$ cat src/rtl/vga_timing_pkg.sv
// Shared VGA timing and palette definitions.
//
// Holds the default 1280x480 timing constants, the RGB18 field layout, the
// palette index width, the buffered palette request record and the state
// encoding of the palette update scheduler.
package vga_timing_pkg;

  localparam int unsigned DEF_H_DISPLAY = 1280;
  localparam int unsigned DEF_H_TOTAL   = 1600;
  localparam int unsigned DEF_V_DISPLAY = 480;
  localparam int unsigned DEF_V_TOTAL   = 525;

  localparam int unsigned H_CNT_W = 11;
  localparam int unsigned V_CNT_W = 10;

  // RGB18 word layout: {r[5:0], g[5:0], b[5:0]}.
  localparam int unsigned RGB_W  = 18;
  localparam int unsigned R_LSB  = 12;
  localparam int unsigned G_LSB  = 6;
  localparam int unsigned B_LSB  = 0;
  localparam int unsigned CH_W   = 6;

  localparam int unsigned PAL_IDX_W = 6;

  // One buffered palette write.
  typedef struct packed {
    logic                 fsync;
    logic [PAL_IDX_W-1:0] index;
    logic [RGB_W-1:0]     rgb;
  } pal_req_t;

  typedef enum logic [1:0] {
    ST_IDLE   = 2'd0,
    ST_WAIT   = 2'd1,
    ST_COMMIT = 2'd2
  } sched_state_e;

endpackage

$ cat src/rtl/palette_req_fifo.sv
// Synchronous FIFO of pending palette writes.
//
// Ports:
//   clk50, rst_n   clock, asynchronous active-low reset
//   push, push_req write one request (caller guarantees not full)
//   pop            drop the head entry (caller guarantees not empty)
//   flush          synchronous clear; overrides push and pop
//   head           current head entry (valid while count != 0)
//   count          occupancy, 0..DEPTH
module palette_req_fifo
  import vga_timing_pkg::*;
#(
  parameter int unsigned DEPTH = 8,
  localparam int unsigned AW = $clog2(DEPTH),
  localparam int unsigned CW = AW + 1
) (
  input  logic          clk50,
  input  logic          rst_n,
  input  logic          push,
  input  pal_req_t      push_req,
  input  logic          pop,
  input  logic          flush,
  output pal_req_t      head,
  output logic [CW-1:0] count
);

  pal_req_t      mem_q [DEPTH];
  logic [AW-1:0] wr_ptr_q, wr_ptr_d;
  logic [AW-1:0] rd_ptr_q, rd_ptr_d;
  logic [CW-1:0] count_q, count_d;

  always_comb begin
    // NOTE: every always_comb output gets a default first so no path leaves it unassigned (no latch).
    wr_ptr_d = wr_ptr_q;
    rd_ptr_d = rd_ptr_q;
    count_d  = count_q;
    if (flush) begin
      wr_ptr_d = '0;
      rd_ptr_d = '0;
      count_d  = '0;
    end else begin
      // Pointers wrap naturally because DEPTH is a power of two.
      if (push) wr_ptr_d = wr_ptr_q + AW'(1);
      if (pop)  rd_ptr_d = rd_ptr_q + AW'(1);
      unique case ({push, pop})
        2'b10:   count_d = count_q + CW'(1);
        2'b01:   count_d = count_q - CW'(1);
        default: count_d = count_q;
      endcase
    end
  end

  // NOTE: sequential state uses non-blocking (<=) so all flops sample pre-edge values.
  always_ff @(posedge clk50 or negedge rst_n) begin
    if (!rst_n) begin
      wr_ptr_q <= '0;
      rd_ptr_q <= '0;
      count_q  <= '0;
    end else begin
      wr_ptr_q <= wr_ptr_d;
      rd_ptr_q <= rd_ptr_d;
      count_q  <= count_d;
    end
  end

  // NOTE: storage is deliberately not reset; the pointers/count decide what is valid.
  always_ff @(posedge clk50) begin
    if (push && !flush) mem_q[wr_ptr_q] <= push_req;
  end

  assign head  = mem_q[rd_ptr_q];
  assign count = count_q;

endmodule

$ cat src/rtl/palette_update_sched.sv
// Palette update scheduler.
//
// Buffers (index, colour) writes and commits them to the palette RAM write
// port only inside blanking, one per clock, strictly in order. Frame-sync
// entries wait for vertical blanking and block everything behind them.
//
// Ports:
//   clk50, rst_n            clock, asynchronous active-low reset
//   h_count, v_count        current raster position from the timing generator
//   wr_valid/wr_ready       request handshake; wr_index, wr_rgb, wr_fsync payload
//   flush                   synchronous discard of all pending requests
//   pal_we/pal_addr/pal_wdata registered palette write port
//   pending                 FIFO occupancy
//   frame_tick              registered pulse on the first vblank clock
module palette_update_sched
  import vga_timing_pkg::*;
#(
  parameter int unsigned H_DISPLAY = DEF_H_DISPLAY,
  parameter int unsigned H_TOTAL   = DEF_H_TOTAL,
  parameter int unsigned V_DISPLAY = DEF_V_DISPLAY,
  parameter int unsigned V_TOTAL   = DEF_V_TOTAL,
  parameter int unsigned DEPTH     = 8,
  parameter int unsigned GUARD     = 4,
  localparam int unsigned CW = $clog2(DEPTH) + 1
) (
  input  logic                 clk50,
  input  logic                 rst_n,
  input  logic [H_CNT_W-1:0]   h_count,
  input  logic [V_CNT_W-1:0]   v_count,
  input  logic                 wr_valid,
  output logic                 wr_ready,
  input  logic [PAL_IDX_W-1:0] wr_index,
  input  logic [RGB_W-1:0]     wr_rgb,
  input  logic                 wr_fsync,
  input  logic                 flush,
  output logic                 pal_we,
  output logic [PAL_IDX_W-1:0] pal_addr,
  output logic [RGB_W-1:0]     pal_wdata,
  output logic [CW-1:0]        pending,
  output logic                 frame_tick
);

  localparam logic [H_CNT_W-1:0] H_DISP_C   = H_CNT_W'(H_DISPLAY);
  localparam logic [H_CNT_W-1:0] H_GUARD_C  = H_CNT_W'(H_TOTAL - GUARD);
  localparam logic [V_CNT_W-1:0] V_DISP_C   = V_CNT_W'(V_DISPLAY);
  localparam logic [V_CNT_W-1:0] V_LAST_C   = V_CNT_W'(V_TOTAL - 1);
  localparam logic [CW-1:0]      FULL_C     = CW'(DEPTH);

  pal_req_t      head;
  logic [CW-1:0] count;
  logic          push, pop;
  logic          vblank, hwin, vwin, eligible;
  logic [CW-1:0] count_next;

  sched_state_e         state_q, state_d;
  logic                 pal_we_q, pal_we_d;
  logic [PAL_IDX_W-1:0] pal_addr_q, pal_addr_d;
  logic [RGB_W-1:0]     pal_wdata_q, pal_wdata_d;
  logic                 frame_tick_q, frame_tick_d;

  palette_req_fifo #(.DEPTH(DEPTH)) u_fifo (
    .clk50    (clk50),
    .rst_n    (rst_n),
    .push     (push),
    .push_req ('{fsync: wr_fsync, index: wr_index, rgb: wr_rgb}),
    .pop      (pop),
    .flush    (flush),
    .head     (head),
    .count    (count)
  );

  assign wr_ready = (count < FULL_C) && !flush;
  assign push     = wr_valid && wr_ready;

  // Commit windows. Commits stop GUARD clocks before end of line so the last
  // write lands before the next visible pixel; on the final vblank line the
  // same guard protects the first visible line of the next frame.
  assign vblank   = v_count >= V_DISP_C;
  assign hwin     = (h_count >= H_DISP_C) && (h_count < H_GUARD_C) && !vblank;
  assign vwin     = vblank && !((v_count == V_LAST_C) && (h_count >= H_GUARD_C));
  assign eligible = vwin || (hwin && !head.fsync);

  // A push into an empty FIFO cannot pop on the same edge because count is 0.
  assign pop = (count != '0) && eligible && !flush;

  always_comb begin
    count_next = count;
    if (push && !pop)      count_next = count + CW'(1);
    else if (pop && !push) count_next = count - CW'(1);

    state_d = state_q;
    unique case (state_q)
      ST_IDLE:   if (push) state_d = ST_WAIT;
      ST_WAIT:   if (pop)  state_d = (count_next == '0) ? ST_IDLE : ST_COMMIT;
      ST_COMMIT: begin
        if (count_next == '0) state_d = ST_IDLE;
        else if (!pop)        state_d = ST_WAIT;
      end
      default:   state_d = ST_IDLE;
    endcase
    if (flush) state_d = ST_IDLE;

    pal_we_d     = pop;
    pal_addr_d   = pop ? head.index : pal_addr_q;
    pal_wdata_d  = pop ? head.rgb   : pal_wdata_q;
    frame_tick_d = (h_count == '0) && (v_count == V_DISP_C);
  end

  always_ff @(posedge clk50 or negedge rst_n) begin
    if (!rst_n) begin
      state_q      <= ST_IDLE;
      pal_we_q     <= 1'b0;
      pal_addr_q   <= '0;
      pal_wdata_q  <= '0;
      frame_tick_q <= 1'b0;
    end else begin
      state_q      <= state_d;
      pal_we_q     <= pal_we_d;
      pal_addr_q   <= pal_addr_d;
      pal_wdata_q  <= pal_wdata_d;
      frame_tick_q <= frame_tick_d;
    end
  end

  assign pal_we     = pal_we_q;
  assign pal_addr   = pal_addr_q;
  assign pal_wdata  = pal_wdata_q;
  assign pending    = count;
  assign frame_tick = frame_tick_q;

endmodule
$ cat config.mk
export PLATFORM = sky130hd
export DESIGN_NAME = palette_update_sched
export DESIGN_NICKNAME = d
export VERILOG_FILES = /design/src/rtl/vga_timing_pkg.sv /design/src/rtl/palette_req_fifo.sv /design/src/rtl/palette_update_sched.sv
export SDC_FILE = /design/constraint.sdc
export NUM_CORES = 1
export LEC_CHECK = 0
export BUFFER_PORTS_ARGS = -buffer_cell sky130_fd_sc_hd__buf_2
export CORE_ASPECT_RATIO = 0.7
export CORE_UTILIZATION = 54
export DETAILED_ROUTE_END_ITERATION = 7
export GPL_ROUTABILITY_DRIVEN = 0
export GPL_TIMING_DRIVEN = 0
export PLACE_DENSITY = 0.76
export SYNTH_ARGS = -nofsm -noshare
export SYNTH_HDL_FRONTEND = slang
export SYNTH_HIERARCHICAL = 1
export SYNTH_SLANG_ARGS = --single-unit
$ cat constraint.sdc
create_clock -name clk50 -period 3.9 [get_ports clk50]
set_input_delay 0.585 -clock clk50 [delete_from_list [all_inputs] [get_ports clk50]]
set_output_delay 0.585 -clock clk50 [all_outputs]
set_load 0.05 [all_outputs]
# Word-level counts from Yosys, hierarchy flattened
# Memory sizes are Yosys's and may differ from the RTL's.
# Cells that the tools add are included.
# word_totals
register_bits,36
ramBits,200
inputBits,50
output_inout_bits,31
wordCells,50
memories,1
# op_classes
add_sub_neg,4
n_lt_le_gt_ge,5
eq_ne,4
muxes,8
reduce_logical,21
# mem_list
memory,depth,word_bits,rd,rd_clocked_by_memory_dff,write_ports,line,rtl
u_fifo.mem_q,8,25,1,0,1,palette_req_fifo.sv:27,pal_req_t mem_q [DEPTH];
# ops
cell,n
>= comparator 11 bit (second input constant),2
2-to-1 mux 3 bit,4
logical AND 1 bit,11
zero test 11 bit,1
less-than comparator 11 bit (second input constant),1
== test 10 bit (second input constant),1
== test 10 x 9 -> 1 bit (second input constant),1
>= comparator 10 x 9 -> 1 bit (second input constant),1
case mux 4 bit (2 select lines),1
adder 3 x 1 -> 3 bit (second input constant),2
adder 4 x 1 -> 4 bit (second input constant),1
zero test 1 bit,4
less-than comparator 4 bit (second input constant),1
2-to-1 mux 4 bit,1
nonzero test 2 bit,2
nonzero test 4 bit,1
subtractor 4 x 1 -> 4 bit (second input constant),1
nonzero test 3 bit,1
== test 2 x 1 -> 1 bit (second input constant),1
== test 2 bit (second input constant),1
2-to-1 mux 1 bit,2
logical OR 1 bit,1

# Longest topological paths before layout
# depth
word_depth,10
mapped_depth,16
ltp_nobuf,12

# By module
# The synthesis kept the hierarchy.
# modules_own_cells
mod,instances,cells_per_inst,area_each_um2,seq_area_each_um2
palette_req_fifo,1,364,8351.8,6256.0
palette_update_sched,1,214,1880.6,650.6

# Worst setup path before layout
# No wires, ideal clock.
# synth_path
kind,input-to-reg
from,input flush
to,"memory u_fifo/mem_q[0][0] (netlist name), enable pin"
setup_ns,0.438
arrival_time_ns,3.997
required_ns,3.462
slack_ns,-0.535
path_stages,5
path_cell_list,clkbuf_1 nor2_1 and2_1 or3b_2 nor3_1
# synth_between
elab_chain_cells,6
# synth_lines
element,line,rtl
from (decl),palette_update_sched.sv:35,"input logic flush,"
zero test 1 bit,palette_update_sched.sv:72,assign wr_ready = (count < FULL_C) && !flush;
logical AND 1 bit,palette_update_sched.sv:72,
named net wr_ready,palette_update_sched.sv:31,"output logic wr_ready,"
logical AND 1 bit,palette_update_sched.sv:73,assign push = wr_valid && wr_ready;
named net push,palette_update_sched.sv:51,"logic push, pop;"
logical AND 1 bit,palette_req_fifo.sv:68,if (push && !flush) mem_q[wr_ptr_q] <= push_req;
2-to-1 mux 1 bit,palette_req_fifo.sv:68,
2-to-1 mux 1 bit (implied by the code),palette_req_fifo.sv:68,
to (decl),palette_req_fifo.sv:27,
# The timed path passes the listed nets, and every way through them passes these cells.

==> impl_metrics.env <==
export IMPL_port_buffers=80
export IMPL_p_seq_share_pct=43.7
export IMPL_ir_worst_vdd_mv=0.403
export IMPL_cts_buffers=23
export IMPL_hold_violations=0
export IMPL_period_needed_ns=3.77
export IMPL_ioPinCount=81
export IMPL_synth_most_common_cell="edfxtp_1"
export IMPL_viasPerCell=6.13
export IMPL_cts_tree="done"
export IMPL_cp_max_fo=10
export IMPL_worstPathRequired_ns=4.33
export IMPL_synth_edff_count=200
export IMPL_row_count=41
export IMPL_start_kind="flip-flop"
export IMPL_first_pass_iters=7
export IMPL_clk_latency_ns=0.53
export IMPL_fin_crit_sh_pct=96.7
export IMPL_layout_drive_gt1_share_pct=29.6
export IMPL_ys_seq_area_share_pct=67.5
export IMPL_ys_seq_elements=236
export IMPL_leakagePower_nw=4.22
export IMPL_dp_hpwl_um=13700
export IMPL_vias=5782
export IMPL_synthDistinctLibCells=46
export IMPL_critPathMostFrequentCell="buf_6"
export IMPL_clk_pin_slew_ns=0.07
export IMPL_yosysTopAreaCell="edfxtp_1"
export IMPL_path_buf_inv=4
export IMPL_slowest_stage="mux4_2"
export IMPL_maxSlewViolCount=0
export IMPL_synthArstFlopShare_pct=15.3
export IMPL_clock_skew_ns=0.0137
export IMPL_finalInstanceArea_sq_um=12000
export IMPL_overflow=0
export IMPL_h_tree_depth=1
export IMPL_wirelength_um=21600
export IMPL_worstSetupPathType="flip-flop to flip-flop"
export IMPL_ant_nets=0
export IMPL_cts_hold_buf=0
export IMPL_ys_flop_type="edfxtp_1"
export IMPL_violations="design-rule violations"
export IMPL_hp_class="input pin to async pin"
export IMPL_postSynthAreaPerCell_sq_um=17.7
export IMPL_switching_share_pct=30.5
export IMPL_wl_per_cell_um=22.9
export IMPL_synth_top_area_share_pct=58.7
export IMPL_grt_pass1_wl_um=33200
export IMPL_fin_ws_ns=0.127
export IMPL_grt_pass1_vias=5779
export IMPL_rsz0062_at_grt="no"
export IMPL_synth_nets=632
export IMPL_dr_first_iter_drc_count=626
export IMPL_slew_headroom_pct=34.6
export IMPL_status="complete, but fails checks"
export IMPL_dp_slack_ns=-0.889
export IMPL_netlist_area_sq_um=10200
export IMPL_crit_family="compound AO/OA/AOI/OAI gates"
export IMPL_synthTopCellsByCount="edfxtp_1, mux4_1, o21ai_0, dfrtp_1, inv_1"
export IMPL_p_total_mw=6.96
export IMPL_start_util_pct=56.0
export IMPL_fmaxAchievable_mhz=265
export IMPL_ys_top_cells_by_area="edfxtp_1, mux4_1, dfrtp_1, mux2_2, o21ai_0"
export IMPL_grt_max_degree=37
export IMPL_core_sq_um=18300
export IMPL_die_width_um=167
export IMPL_die_h_um=117
export IMPL_clock_path_buffers=3
export IMPL_hold_slack_ns=0.166
export IMPL_pwr_density_cell_nw_per_um2=580
export IMPL_grtUsageTotal_pct=23.1
export IMPL_clkSinkCount=236
export IMPL_syn_instance_count=578
export IMPL_setup_violations=0
export IMPL_max_stage_delay_ns=0.48
export IMPL_yosysWarnings=6
export IMPL_fin_cells=944
export IMPL_antenna_found_initial=3
export IMPL_placedCellCount=896
export IMPL_internal_power_mw=4.84
export IMPL_pwr_share_clk_pct=33.1
export IMPL_maxCapViolations=0
export IMPL_cts_root_buf="clkbuf_16"
export IMPL_n_fill_cell=1219
export IMPL_cp_cell_sequence="buf_6, buf_12, mux4_2, mux2_4, and4bb_2, nor3_2, a211o_4, buf_6, nor2_4, buf_6, nand2b_4, xnor2_2, ha_2, nor2_1, a221o_1, a221oi_2"
export IMPL_p_sw_mw=2.12
export IMPL_area_delta_synth_final_pct=17.2
export IMPL_tightest_slew_ns=0.979
export IMPL_postPlaceCellArea_sq_um=11100
export IMPL_arrival_ns=4.20
export IMPL_dieArea_sq_um=19500
export IMPL_cp_end_kind="flip-flop"
export IMPL_combPwrFrac_pct=23.2
export IMPL_nets=745
export IMPL_drc=14
through the flow:
| stage | utilization [%] | setup TNS (ns) |
|---|---|---|
| 3_3_place_gp | 59.9 | -102.41 |
| 6_report | 65.7 | 0 |
| 3_5_place_dp | 60.5 | -1.97 |
| 2_1_floorplan | - | 0 |
| 4_1_cts | 65.4 | 0 |
| 5_1_grt | 65.7 | 0 |
worst paths after layout:
| path | start | slack (ns) | cells after the start | endpoint |
|---|---|---|---|---|
| hold reg to reg | pal_wdata[2]$_DFFE_PN0P_ | 0.57 | 2 | pal_wdata[2]$_DFFE_PN0P_ |
| min in group clk50 | wr_rgb[15] | 0.33 | 1 | u_fifo/mem_q[3][15]$_DFFE_PP_ |
| setup / recovery | u_fifo/rd_ptr_q[0]$_DFFE_PN0P_ | 0.13 | 16 | u_fifo/count[2]$_DFFE_PN0P_ |
| setup reg to reg | u_fifo/rd_ptr_q[0]$_DFFE_PN0P_ | 0.13 | 16 | u_fifo/count[2]$_DFFE_PN0P_ |
| max in group asynchronous | rst_n | 3.14 | 1 | u_fifo/rd_ptr_q[1]$_DFFE_PN0P_ |
| hold / removal | rst_n | 0.17 | 1 | u_fifo/wr_ptr_q[1]$_DFFE_PN0P_ |
placed cells by master, fill, tap and decap left out, types with 7 or more instances in the layout:
| master | instances |
|---|---|
| buf_2 | 84 |
| buf_4 | 8 |
| buf_6 | 8 |
| clkbuf_1 | 25 |
| clkbuf_16 | 23 |
| dfrtp_1 | 35 |
| edfxtp_1 | 200 |
| inv_1 | 28 |
| mux2_2 | 24 |
| mux4_1 | 49 |
| nand3_1 | 25 |
| nor2_1 | 14 |
| nor2_4 | 7 |
| o211ai_2 | 19 |
| o21ai_0 | 49 |
| o31a_1 | 24 |
timing repair:
action	in CTS	in global routing
pin swaps	1	2
resized for setup	14	5
gates cloned	0	0
setup endpoints to repair	4	2
setup buffers	4	3
state kept, by name, indices dropped and copies added (netlist names):
| signal | count |
|---|---|
| u_fifo/wr_ptr_q | 3 |
| u_fifo/mem_q | 200 |
| pal_wdata | 18 |
| u_fifo/rd_ptr_q | 3 |
| u_fifo/count | 4 |
| frame_tick | 1 |
| pal_addr | 6 |
| pal_we | 1 |
final cells by class:
cell class                      instances  area, sq um  area share (%)
Sequential cell                       236         6910            57.6
Multi-Input combinational cell        276         3150            26.3
Clock buffer                           26          587            4.89
Timing Repair Buffer                   89          508            4.24
Tap cell                              236          295            2.46
Buffer                                 37          228            1.90
Clock inverter                         15          210            1.75
Inverter                               28          105           0.876
Antenna cell                            1         2.50          0.0209
power by group through the flow:
stage	clock network [mW]	registers, mW	logic (mW)
after floorplan	0	3.48	0.736
after global placement	0	3.06	1.50
after detailed placement	0	3.08	1.55
after CTS	2.34	3.03	1.59
after global routing	2.44	3.06	1.72
final	2.30	3.04	1.62
routing by layer:
metal / share of wire, % / global-route usage, % / up-vias
met5: 0.060 / 0 / -
met4: 1.7 / 5.31 / 2
met3: 8.5 / 5.41 / 32
met2: 44 / 36.6 / 243
met1: 45 / 33.1 / 2914
li1: - / - / 2591
cell families after synthesis:
kind of cell,count (synthesis),synth area share [%]
AOI/OAI and AO/OA,105,7.92
buffers and inverters,66,3.11
DFF,236,67.5
muxes,78,15.8
xor gates and xnor gates,6,0.514
and+or+nand+nor,83,4.62
adders and majority gates,4,0.489
Note: power is estimated with default switching activity, not from simulation.
